$ cat config.mk
export PLATFORM = sky130hd
export DESIGN_NAME = controle_ula_serial
export DESIGN_NICKNAME = d
export VERILOG_FILES = /design/src/rtl/controle_ula_serial_pkg.sv /design/src/rtl/controle_ula_serial_somador_fatia.sv /design/src/rtl/controle_ula_serial.sv
export SDC_FILE = /design/constraint.sdc
export NUM_CORES = 1
export LEC_CHECK = 0
export CORE_UTILIZATION = 55
export DETAILED_ROUTE_END_ITERATION = 10
export PLACE_DENSITY = 0.85
export SLEW_MARGIN = 20
export SYNTH_ARGS = -nofsm -noshare
export SYNTH_HDL_FRONTEND = slang
export SYNTH_SLANG_ARGS = --single-unit
$ cat constraint.sdc
create_clock -name Clock -period 4 [get_ports Clock]
set_input_delay 0.8 -clock Clock [delete_from_list [all_inputs] [get_ports Clock]]
set_output_delay 0.8 -clock Clock [all_outputs]
set_load 0.01 [all_outputs]
$ cat src/rtl/controle_ula_serial_pkg.sv
// Shared definitions for the serial add/sub sequencer.
// - estado_t : controller FSM states (IDLE, CALC, DONE)
// - OP_SOMA / OP_SUB : encodings of the sum/subtract select input
package controle_ula_serial_pkg;

  typedef enum logic [1:0] {
    IDLE = 2'd0,
    CALC = 2'd1,
    DONE = 2'd2
  } estado_t;

  localparam logic OP_SOMA = 1'b0;
  localparam logic OP_SUB  = 1'b1;

endpackage

$ cat src/rtl/controle_ula_serial_somador_fatia.sv
// somador_fatia: SLICE_W-bit combinational ripple adder slice.
// Ports:
//   a_i, b_i  in   SLICE_W  slice operands
//   cin_i     in   1        carry in
//   s_o       out  SLICE_W  slice sum
//   cout_o    out  1        carry out of the slice MSB
module somador_fatia #(
  parameter int SLICE_W = 4
) (
  input  logic [SLICE_W-1:0] a_i,
  input  logic [SLICE_W-1:0] b_i,
  input  logic               cin_i,
  output logic [SLICE_W-1:0] s_o,
  output logic               cout_o
);

  assign {cout_o, s_o} = {1'b0, a_i} + {1'b0, b_i} + {{SLICE_W{1'b0}}, cin_i};

endmodule

$ cat src/rtl/controle_ula_serial.sv
// controle_ula_serial: accepts one add/sub operation over a valid/ready handshake,
// evaluates it LSB-slice first through a single SLICE_W-bit adder slice over
// N = DATA_W/SLICE_W cycles (carry registered between slices) and presents the
// result with Overflow/Carry/Zero/Negative flags until the consumer takes it.
// Ports:
//   Clock, Reset_n (async, active-low), Clear (sync abort to IDLE)
//   In_Valid / In_Ready, Operand_A, Operand_B, Seletion_Sum_Sub (0 sum, 1 sub)
//   Out_Valid / Out_Ready, Result, Overflow, Carry, Zero, Negative, Busy
module controle_ula_serial
  import controle_ula_serial_pkg::*;
#(
  parameter int DATA_W  = 16,
  parameter int SLICE_W = 4
) (
  input  logic              Clock,
  input  logic              Reset_n,
  input  logic              Clear,
  input  logic              In_Valid,
  output logic              In_Ready,
  input  logic [DATA_W-1:0] Operand_A,
  input  logic [DATA_W-1:0] Operand_B,
  input  logic              Seletion_Sum_Sub,
  output logic              Out_Valid,
  input  logic              Out_Ready,
  output logic [DATA_W-1:0] Result,
  output logic              Overflow,
  output logic              Carry,
  output logic              Zero,
  output logic              Negative,
  output logic              Busy
);

  localparam int N     = DATA_W / SLICE_W;
  localparam int IDX_W = (N > 1) ? $clog2(N) : 1;
  localparam logic [IDX_W-1:0] ULTIMO = IDX_W'(N - 1);

  estado_t           estado_q, estado_d;
  logic [IDX_W-1:0]  idx_q, idx_d;
  logic              carry_q, carry_d;
  logic              sub_q, sub_d;
  logic [DATA_W-1:0] a_q, a_d;
  logic [DATA_W-1:0] b_q, b_d;       // B already inverted for subtraction
  logic [DATA_W-1:0] result_q, result_d;
  logic              zacc_q, zacc_d;
  logic              ovf_q, ovf_d;
  logic              cout_q, cout_d;
  logic              zero_q, zero_d;
  logic              neg_q, neg_d;

  logic [SLICE_W-1:0] fatia_a, fatia_b, fatia_s;
  logic               fatia_cout;
  int                 base;

  // Signed overflow from operand and result sign bits; b_msb is the original B.
  function automatic logic calc_ovf(input logic a_msb, input logic b_msb,
                                    input logic r_msb, input logic sub);
    if (sub == OP_SOMA) return (a_msb == b_msb) && (r_msb != a_msb);
    else                return (a_msb != b_msb) && (r_msb == b_msb);
  endfunction

  always_comb begin
    base    = int'(idx_q) * SLICE_W;
    fatia_a = a_q[base +: SLICE_W];
    fatia_b = b_q[base +: SLICE_W];
  end

  somador_fatia #(.SLICE_W(SLICE_W)) u_fatia (
    .a_i   (fatia_a),
    .b_i   (fatia_b),
    .cin_i (carry_q),
    .s_o   (fatia_s),
    .cout_o(fatia_cout)
  );

  always_comb begin
    estado_d = estado_q;
    idx_d    = idx_q;
    carry_d  = carry_q;
    sub_d    = sub_q;
    a_d      = a_q;
    b_d      = b_q;
    result_d = result_q;
    zacc_d   = zacc_q;
    ovf_d    = ovf_q;
    cout_d   = cout_q;
    zero_d   = zero_q;
    neg_d    = neg_q;
    if (Clear) begin
      // Abort wins over any handshake; result and flags are deliberately kept.
      estado_d = IDLE;
      idx_d    = '0;
      carry_d  = 1'b0;
    end else begin
      unique case (estado_q)
        IDLE: begin
          if (In_Valid) begin
            estado_d = CALC;
            a_d      = Operand_A;
            b_d      = Operand_B ^ {DATA_W{Seletion_Sum_Sub}};
            sub_d    = Seletion_Sum_Sub;
            carry_d  = (Seletion_Sum_Sub == OP_SUB);  // the +1 of two's complement
            idx_d    = '0;
            zacc_d   = 1'b1;
          end
        end
        CALC: begin
          result_d[base +: SLICE_W] = fatia_s;
          carry_d = fatia_cout;
          zacc_d  = zacc_q & (fatia_s == '0);
          idx_d   = idx_q + IDX_W'(1);
          if (idx_q == ULTIMO) begin
            estado_d = DONE;
            idx_d    = '0;
            cout_d   = fatia_cout;
            zero_d   = zacc_q & (fatia_s == '0);
            neg_d    = fatia_s[SLICE_W-1];
            ovf_d    = calc_ovf(a_q[DATA_W-1], b_q[DATA_W-1] ^ sub_q,
                                fatia_s[SLICE_W-1], sub_q);
          end
        end
        DONE: begin
          if (Out_Ready) estado_d = IDLE;
        end
        default: estado_d = IDLE;
      endcase
    end
  end

  always_ff @(posedge Clock or negedge Reset_n) begin
    if (!Reset_n) begin
      estado_q <= IDLE;
      idx_q    <= '0;
      carry_q  <= 1'b0;
      sub_q    <= 1'b0;
      a_q      <= '0;
      b_q      <= '0;
      result_q <= '0;
      zacc_q   <= 1'b0;
      ovf_q    <= 1'b0;
      cout_q   <= 1'b0;
      zero_q   <= 1'b0;
      neg_q    <= 1'b0;
    end else begin
      estado_q <= estado_d;
      idx_q    <= idx_d;
      carry_q  <= carry_d;
      sub_q    <= sub_d;
      a_q      <= a_d;
      b_q      <= b_d;
      result_q <= result_d;
      zacc_q   <= zacc_d;
      ovf_q    <= ovf_d;
      cout_q   <= cout_d;
      zero_q   <= zero_d;
      neg_q    <= neg_d;
    end
  end

  assign In_Ready  = (estado_q == IDLE);
  assign Out_Valid = (estado_q == DONE);
  assign Busy      = (estado_q != IDLE);
  assign Result    = result_q;
  assign Overflow  = ovf_q;
  assign Carry     = cout_q;
  assign Zero      = zero_q;
  assign Negative  = neg_q;

endmodule

* After elaboration in Yosys (flattened, before gate mapping)
Index checks and enable logic that the tools add are counted.
** Word-level totals
- Bits in registers :: 59
- Latch bits :: 0
- Memory bits (writable) :: 0
- ROM bits :: 0
- Bits of input ports :: 38
- Output and inout port bits :: 23
- Word-level logic and storage cells :: 64
- Memories :: 0
** Operators by class
- Add/subtract/negate cells :: 4
- $mul :: 0
- Divide/modulo/power cells :: 0
- Order comparisons :: 0
- Equal/unequal tests :: 11
- Shifts and indexed selects :: 4
- Muxes and demuxes :: 16
- Bitwise operators :: 4
- Reductions and logical operators :: 13
** Operators with widths (number)
- $neg A4 Y33 :: 1
- $shift A4 B33 Y16 const A :: 1
- $shiftx A4 B33 Y16 :: 1
- $shiftx A16 B5 Y4 :: 2
- $bwmux W16 :: 1
- $xor A16 B16 Y16 :: 1
- $mux W2 :: 7
- $reduce_and A3 Y1 :: 4
- $ne A3 B3 Y1 const B :: 2
- $pmux W2 S3 :: 1
- $add A4 B4 Y5 :: 1
- $add A5 B1 Y5 :: 1
- $eq A2 B2 Y1 const B :: 2
- $logic_not A4 Y1 :: 1
- $mux W1 :: 4
- $pmux W1 S2 :: 2
- $pmux W2 S2 :: 1
- $reduce_and A2 Y1 :: 2
- $reduce_bool A2 Y1 :: 2
- $ne A3 B2 Y1 const B :: 1
- $reduce_bool A3 Y1 :: 1
- $add A2 B1 Y2 const B :: 1
- $eq A1 B1 Y1 :: 2
- $eq A2 B1 Y1 const B :: 1
- other kinds (7) :: 9

* Logic depth before layout (Yosys ltp)
Gate-level depths: netlist of the first run.
- Word-level depth :: 6
- Mapped depth :: 9
- Mapped depth without buffers :: 8

* Hierarchy
From an unflattened synthesis of the first run, not the netlist that was laid out.
** Second synthesis, totals
- Cell total of the unflattened synthesis :: 254
- Area total of the unflattened synthesis :: 2945.3 µm²
** By module, submodules not included
- controle_ula_serial :: times used 1, cells each 238, area an instance 2801.4 µm², seq. area each 1451.4 µm²
- somador_fatia :: times used 1, cells each 16, area an instance 143.9 µm², seq. area each 0.0 µm²

* Least setup slack after synthesis of the first run
No wires, ideal clock.
- Path kind :: flip-flop to flip-flop
- Start :: register idx_q[0]
- End :: register result_q[13], in the netlist Result[13]
- Setup time :: 0.110 ns
- Arrival :: 2.571 ns
- Data required time :: 3.890 ns
- Path slack :: 1.319 ns
- Stages on the path, launching flop included :: 7
- Buffers on the path :: 1
- Period minus slack after synthesis :: 2.681 ns
- Cells stage by stage :: dfrtp_1 -> buf_2 -> mux4_2 -> fa_1 -> inv_1 -> fa_1 -> o41ai_1
** On the way
- Word-level cells in the longest chain between the ends :: 5
- Elaborated cells between the ends (all ways) :: 8
- Those cells by class :: add/sub: 3; shift: 4; mux: 1
** Ends and longest elaborated chain
- from (decl) :: RTL line controle_ula_serial.sv:38 : logic [IDX_W-1:0] idx_q, idx_d;
- from (signal assigned) :: RTL line controle_ula_serial.sv:145 : idx_q <= idx_d;
- $shiftx A16 B5 Y4, on equally long branches :: RTL line controle_ula_serial.sv:63, controle_ula_serial.sv:64
- $add A4 B4 Y5 :: RTL line controle_ula_serial_somador_fatia.sv:17 : assign {cout_o, s_o} = {1'b0, a_i} + {1'b0, b_i} + {{SLICE_W{1'b0}}, cin_i};
- $add A5 B1 Y5 :: RTL line controle_ula_serial_somador_fatia.sv:17
- $shiftx A4 B33 Y16 :: RTL line controle_ula_serial.sv:107 : result_d[base +: SLICE_W] = fatia_s;
- $bwmux W16 * :: RTL line controle_ula_serial.sv:107
- to (signal assigned) :: RTL line controle_ula_serial.sv:150 : result_q <= result_d;
- to (decl) :: RTL line controle_ula_serial.sv:43 : logic [DATA_W-1:0] result_q, result_d;
Mark *: on every way between the ends. The rest lies on a longest branch, timed or not.
A chain may end at the register's enable or synchronous reset.

* Worst setup path after layout of the first run
- Start :: register idx_q[0]
- End :: register result_q[7], in the netlist Result[7]
Same word-level chain as after synthesis.

==> flow_summary.yaml, run 1 <==
status:
  status: "finished clean"
critical_path:
  path_delay_family: "compound AO/OA/AOI/OAI gates"
  endpoint_kind: "flip-flop"
  r2r_slack_ns: 1.08
  worstPathArrival_ns: 3.12
  startpoint_type: "flip-flop"
  cp_max_fo: 11
  critPathBufInv: 1
  slowest_stage: "dfrtp_1"
  cp_cell_sequence: "buf_4 -> mux4_2 -> ha_1 -> a21oi_1 -> a21oi_1 -> or2_1 -> o41ai_1"
  critical-path-max-stage-delay_ns: 0.57
  critical_path_class: "reg -> reg"
  worst-path-stages: 7
  crit_top_cell: "a21oi_1"
  ff2ff_path_depth: 7
  required_ns: 4.21
sta:
  drv_slew: 0
  fin_crit_sh_pct: 72.9
  period_minus_slack_ns: 2.92
  slew-limit-headroom_pct: 36.0
  final-hold-violation-count: 0
  fin_skew_ns: 0.00391
  setup_viol: 0
  fmax_mhz: 343
  final.setup.tns_ns: 0
  worst_slew_pin_slew_ns: 0.959
  rsz0062_at_grt: "false"
cts:
  cts_buffers: 9
  cts_max_level: 3
  clk_pin_slew_ns: 0.06
  cts_tree: "done"
  cts_hold_buf: 0
  cts_sinks: 58
  clockBufferDepth: 2
  postCtsSetupBuffers: 0
  clockRootBuffer: "clkbuf_8"
  clk_latency_ns: 0.33
  cts_resized: 0
synthesis:
  postSynthCellCount: 250
  synth.top_cell.area_share_pct: 50.3
  ys_seq_area_share_pct: 50.3
  ys_types: 39
  synthFlopType: "dfrtp_1"
  syn_nets: 299
  synth_edf_count: 0
  yosysWarnings: 0
  avgSynthCellArea_um2: 11.6
  synth_area_leaders: "dfrtp_1, mux2_2, mux4_2"
  ys_ff_latch: 58
  async_flop_share_pct: 100
  yosysTopAreaCell: "dfrtp_1"
  netlist_area_mm2: 0.00289
placement:
  dpl.hpwl_mm: 4.26
  dpl_cell_area_mm2: 0.00353
  globalplace.congestion: 0.829
  place_inst: 374
  numPortBuffers: 60
die:
  start_util_pct: 56.9
  core_area_mm2: 0.00507
  die_h_um: 74.5
  row_count: 26
  ios: 61
  fp.dieW_um: 74.5
  dieArea_mm2: 0.00554
power_and_ir_drop:
  powerDensity_mw_per_mm2: 440
  p_seq_share_pct: 45.3
  clock_power_share_pct: 27.0
  p_sw_share_pct: 29.7
  power.switching_mw: 0.481
  p_int_mw: 1.14
  combPwrFrac_pct: 27.6
  p_leak_nw: 1.50
  peakVddDrop_mv: 0.258
routing:
  routed_via_density: 5.50
  routed_wirelength_mm: 5.83
  vias: 2134
  ant_nets: 0
  post-route-drc-count: 0
  dr.pass1.iters: 4
  drtIter0Drc: 158
  drt-wirelength-per-cell_um: 15.0
final_layout:
  most-common-layout-cells: "clkdlybuf4s50_1, dfrtp_1, nand2_1"
  layout_commonest_cell: "clkdlybuf4s50_1"
  design_area_mm2: 0.00368
  num_antenna_cells: 0
  post-route-util_pct: 72.6
  nets: 364
  final_cells: 388
  area_growth_pct: 27.5
  drive_above_1_share_pct: 13.8
global_routing:
  grt_overflow_total: 0
  grt_pass1_wl_mm: 9.63
  grt_pass1_vias: 2114
  antenna_found_initial: 0
  grt_max_degree: 31
  grtUsageTotal_pct: 24.0
flow_run:
  maxCapViolCount: 0
hold_path:
  whs_path_depth: 2
  hp-class: "reg -> reg"
[state kept, by name, summed over array words and instances (netlist names)]
| register | flops |
|---|---|
| Result | 16 |
| a_q | 16 |
| b_q | 16 |
| estado_q | 2 |
| idx_q | 2 |
| Carry | 1 |
| Negative | 1 |
| Overflow | 1 |
| Zero | 1 |
| carry_q | 1 |
| zacc_q | 1 |
[layout make-up]
type	instances	area (um2)
Inverter	9	33.8
Sequential cell	58	1450
Multi-Input combinational cell	172	1320
Tap cell	70	87.6
Clock buffer	14	153
Fill cell	391	1390
Timing Repair Buffer	65	633
[path summary, 6_finish.rpt]
path                                     endpoint                   from
max in group asynchronous      b_q[8]$_DFFE_PN0P_                Reset_n
hold reg to reg             Result[3]$_DFFE_PN0P_  Result[3]$_DFFE_PN0P_
setup reg to reg            Result[7]$_DFFE_PN0P_   idx_q[0]$_DFFE_PN0P_
min in group asynchronous  Result[10]$_DFFE_PN0P_                Reset_n
setup / recovery            Result[7]$_DFFE_PN0P_   idx_q[0]$_DFFE_PN0P_
hold / removal              Result[3]$_DFFE_PN0P_  Result[3]$_DFFE_PN0P_
[per-stage QoR]
stage               hold slack [ns]  total power [mW]  worst slack (ns)
global placement              0.461              1.17              1.15
CTS                           0.478              1.63              1.06
floorplan                     0.475              1.02              1.32
global route                  0.501              1.71             0.881
detailed placement            0.465              1.19              1.11
finish                        0.472              1.62              1.08
[cell families (layout without fill, tap and decap cells)]
logic type / Yosys count / after routing / synth area share (%)
AND/OR/NAND/NOR: 70 / 70 / 11.8
XOR/XNOR: 17 / 17 / 5.16
adder cells (fa/ha/maj): 11 / 11 / 5.29
multiplexers: 24 / 24 / 12.5
flip-flops: 58 / 58 / 50.3
AO/OA/AOI/OAI: 50 / 50 / 11.1
buffers and inverters: 20 / 88 / 3.90
[worst register-to-register path: stages (launching register included)]
cell and delay (ns):
dfrtp_1 0.57, buf_4 0.27, mux4_2 0.51, ha_1 0.35, a21oi_1 0.20, a21oi_1 0.15, or2_1 0.35, o41ai_1 0.39
[power groups by stage]
stage                     clock (mW)  combinational (mW)  sequential [mW]
after floorplan                    0               0.282            0.734
final                          0.438               0.448            0.735
after CTS                      0.445               0.449            0.735
after global placement             0               0.428            0.738
after detailed placement           0               0.444            0.744
after global routing           0.470               0.492            0.746
[cells in the mapped netlist (all sizes together) (2+ instances only)]
cell    instances
nand3           2
o21ai           5
nand2b          4
a21oi          20
nor2b           2
fa              2
inv             9
o41ai           7
or2             3
nor2           23
mux2           16
o21a            2
xnor2          16
o31ai          11
nand2          27
nor3b           3
buf            10
dfrtp          58
mux4            8
ha              9
[layer usage]
layer / vias up / share of wire (%) / global-route usage, %
met1: 1034 / 42 / 30.7
met2: 80 / 51 / 38.2
met3: 10 / 5.0 / 4.74
met4: 0 / 1.5 / 14.0
li1: 1010 / - / -
met5: - / 0 / 0
No activity file was read; power rests on OpenSTA's default activity.
==> run 2: changes to the inputs <==
CORE_UTILIZATION = 51   (was 55)
PLACE_DENSITY = 0.8   (was 0.85)
clock period = 2.8 ns   (was 4 ns; I/O delays follow)
==> flow_summary.yaml, run 2 (same netlist as run 1, synthesis figures left out) <==
critical_path:
  slowest_stage: "mux4_2"
  worstPathArrival_ns: 2.85
  cp_max_fo: 17
  path_delay_family: "adder cells"
  r2r_slack_ns: 0.17
  critical-path-max-stage-delay_ns: 0.52
  crit_top_cell: "fa_1"
  cp_cell_sequence: "buf_12 -> mux4_2 -> fa_1 -> inv_1 -> fa_1 -> o41ai_1"
  critical_path_class: "reg -> reg"
  startpoint_type: "flip-flop"
  endpoint_kind: "flip-flop"
  critPathBufInv: 2
  required_ns: 3.02
die:
  core_area_mm2: 0.00547
  fp.dieW_um: 77.3
  row_count: 27
  die_h_um: 77.3
  start_util_pct: 52.8
  ios: 61
  dieArea_mm2: 0.00597
placement:
  numPortBuffers: 60
  globalplace.congestion: 0.776
  dpl.hpwl_mm: 3.90
  pre_cts_slack_ns: 0.171
  place_inst: 375
sta:
  setup_viol: 0
  final-hold-violation-count: 0
  fin_skew_ns: 0.00759
  fmax_mhz: 380
  rsz0062_at_grt: "false"
  slew-limit-headroom_pct: 53.2
  finalWorstSetupSlack_ns: 0.168
  final.setup.tns_ns: 0
  worst_slew_pin_slew_ns: 0.703
  period_minus_slack_ns: 2.63
  fin_crit_sh_pct: 94.0
  drv_slew: 0
cts:
  cts_resized: 0
  cts_hold_buf: 0
  clk_pin_slew_ns: 0.07
  clockRootBuffer: "clkbuf_8"
  cts_tree: "done"
  postCtsSetupBuffers: 0
  clk_latency_ns: 0.33
  clockBufferDepth: 2
  cts_sinks: 58
  cts_buffers: 9
  cts_max_level: 3
final_layout:
  drive_above_1_share_pct: 15.4
  nets: 363
  layout_commonest_cell: "clkdlybuf4s50_1"
  multi_input_area_mm2: 0.00132
  seq_area_mm2: 0.00145
  final_cells: 391
  area_growth_pct: 28.8
  num_antenna_cells: 0
  fill_cells: 405
  post-route-util_pct: 68.0
  most-common-layout-cells: "clkdlybuf4s50_1, dfrtp_1, nand2_1"
power_and_ir_drop:
  p_leak_nw: 1.52
  peakVddDrop_mv: 0.335
  p_seq_share_pct: 44.8
  power.switching_mw: 0.704
  p_sw_share_pct: 30.2
  clock_power_share_pct: 28.1
  p_int_mw: 1.63
  powerDensity_mw_per_mm2: 628
  combPwrFrac_pct: 27.1
routing:
  dr.pass1.iters: 4
  drtIter0Drc: 141
  ant_nets: 0
  post-route-drc-count: 0
  drt-wirelength-per-cell_um: 13.8
  routed_wirelength_mm: 5.40
  routed_via_density: 5.28
  vias: 2065
global_routing:
  grtUsageTotal_pct: 20.8
  grt_overflow_total: 0
  antenna_found_initial: 0
  grt_pass1_vias: 2068
  grt_pass1_wl_mm: 9.48
  grt_max_degree: 59
hold_path:
  hp-class: "in -> async"
flow_run:
  maxCapViolCount: 0
status:
  status: "finished clean"
==> run 2: changes by cell type in the layout (fill, tap and decap cells not counted) <==
cell        previous run  this run
buf_12                 0         2
clkinv_2               0         5
clkinvlp_4             0         1
buf_4                  5         2
clkbuf_1               4         0
==> run 2: area by class of cell <==
class	count	area share, %
well taps	72	2.42
inverters	9	0.908
clock inverters	6	0.875
repair buffers	64	17.5
multi-input cells	172	35.6
flip-flops and latches	58	39.0
clock buffers	10	3.70
==> run 2: metal layers <==
metal  up-vias  GRT usage, %  routed length (um)
met5         -             0                   0
met4         0          10.8                 106
met3        11          5.00                 219
met2        62          31.2                2600
met1       984          28.1                2470
li1       1008             -                   -
==> run 2: worst paths after layout <==
path,startpoint,to,cells after the start
max,idx_q[0]$_DFFE_PN0P_,Result[5]$_DFFE_PN0P_,6
min,Reset_n,Result[12]$_DFFE_PN0P_,2
max reg2reg,idx_q[0]$_DFFE_PN0P_,Result[5]$_DFFE_PN0P_,6
min reg2reg,Result[1]$_DFFE_PN0P_,Result[1]$_DFFE_PN0P_,2
max in group asynchronous,Reset_n,b_q[0]$_DFFE_PN0P_,2
min in group Clock,Result[1]$_DFFE_PN0P_,Result[1]$_DFFE_PN0P_,2
==> run 2: power by group through the flow <==
stage	registers (mW)	logic, mW	clock network [mW]
6_report	1.05	0.633	0.655
5_1_grt	1.06	0.707	0.702
4_1_cts	1.05	0.638	0.670
3_5_place_dp	1.06	0.634	0
3_3_place_gp	1.06	0.614	0
2_1_floorplan	1.05	0.403	0
==> run 2: through the flow <==
step | area, um2 | power (mW) | hold slack (ns)
3_5_place_dp | 3550 | 1.70 | 0.463
5_1_grt | 3720 | 2.47 | 0.442
6_report | 3720 | 2.33 | 0.356
4_1_cts | 3720 | 2.35 | 0.388
2_1_floorplan | 2890 | 1.45 | 0.264
3_3_place_gp | 3550 | 1.67 | 0.463
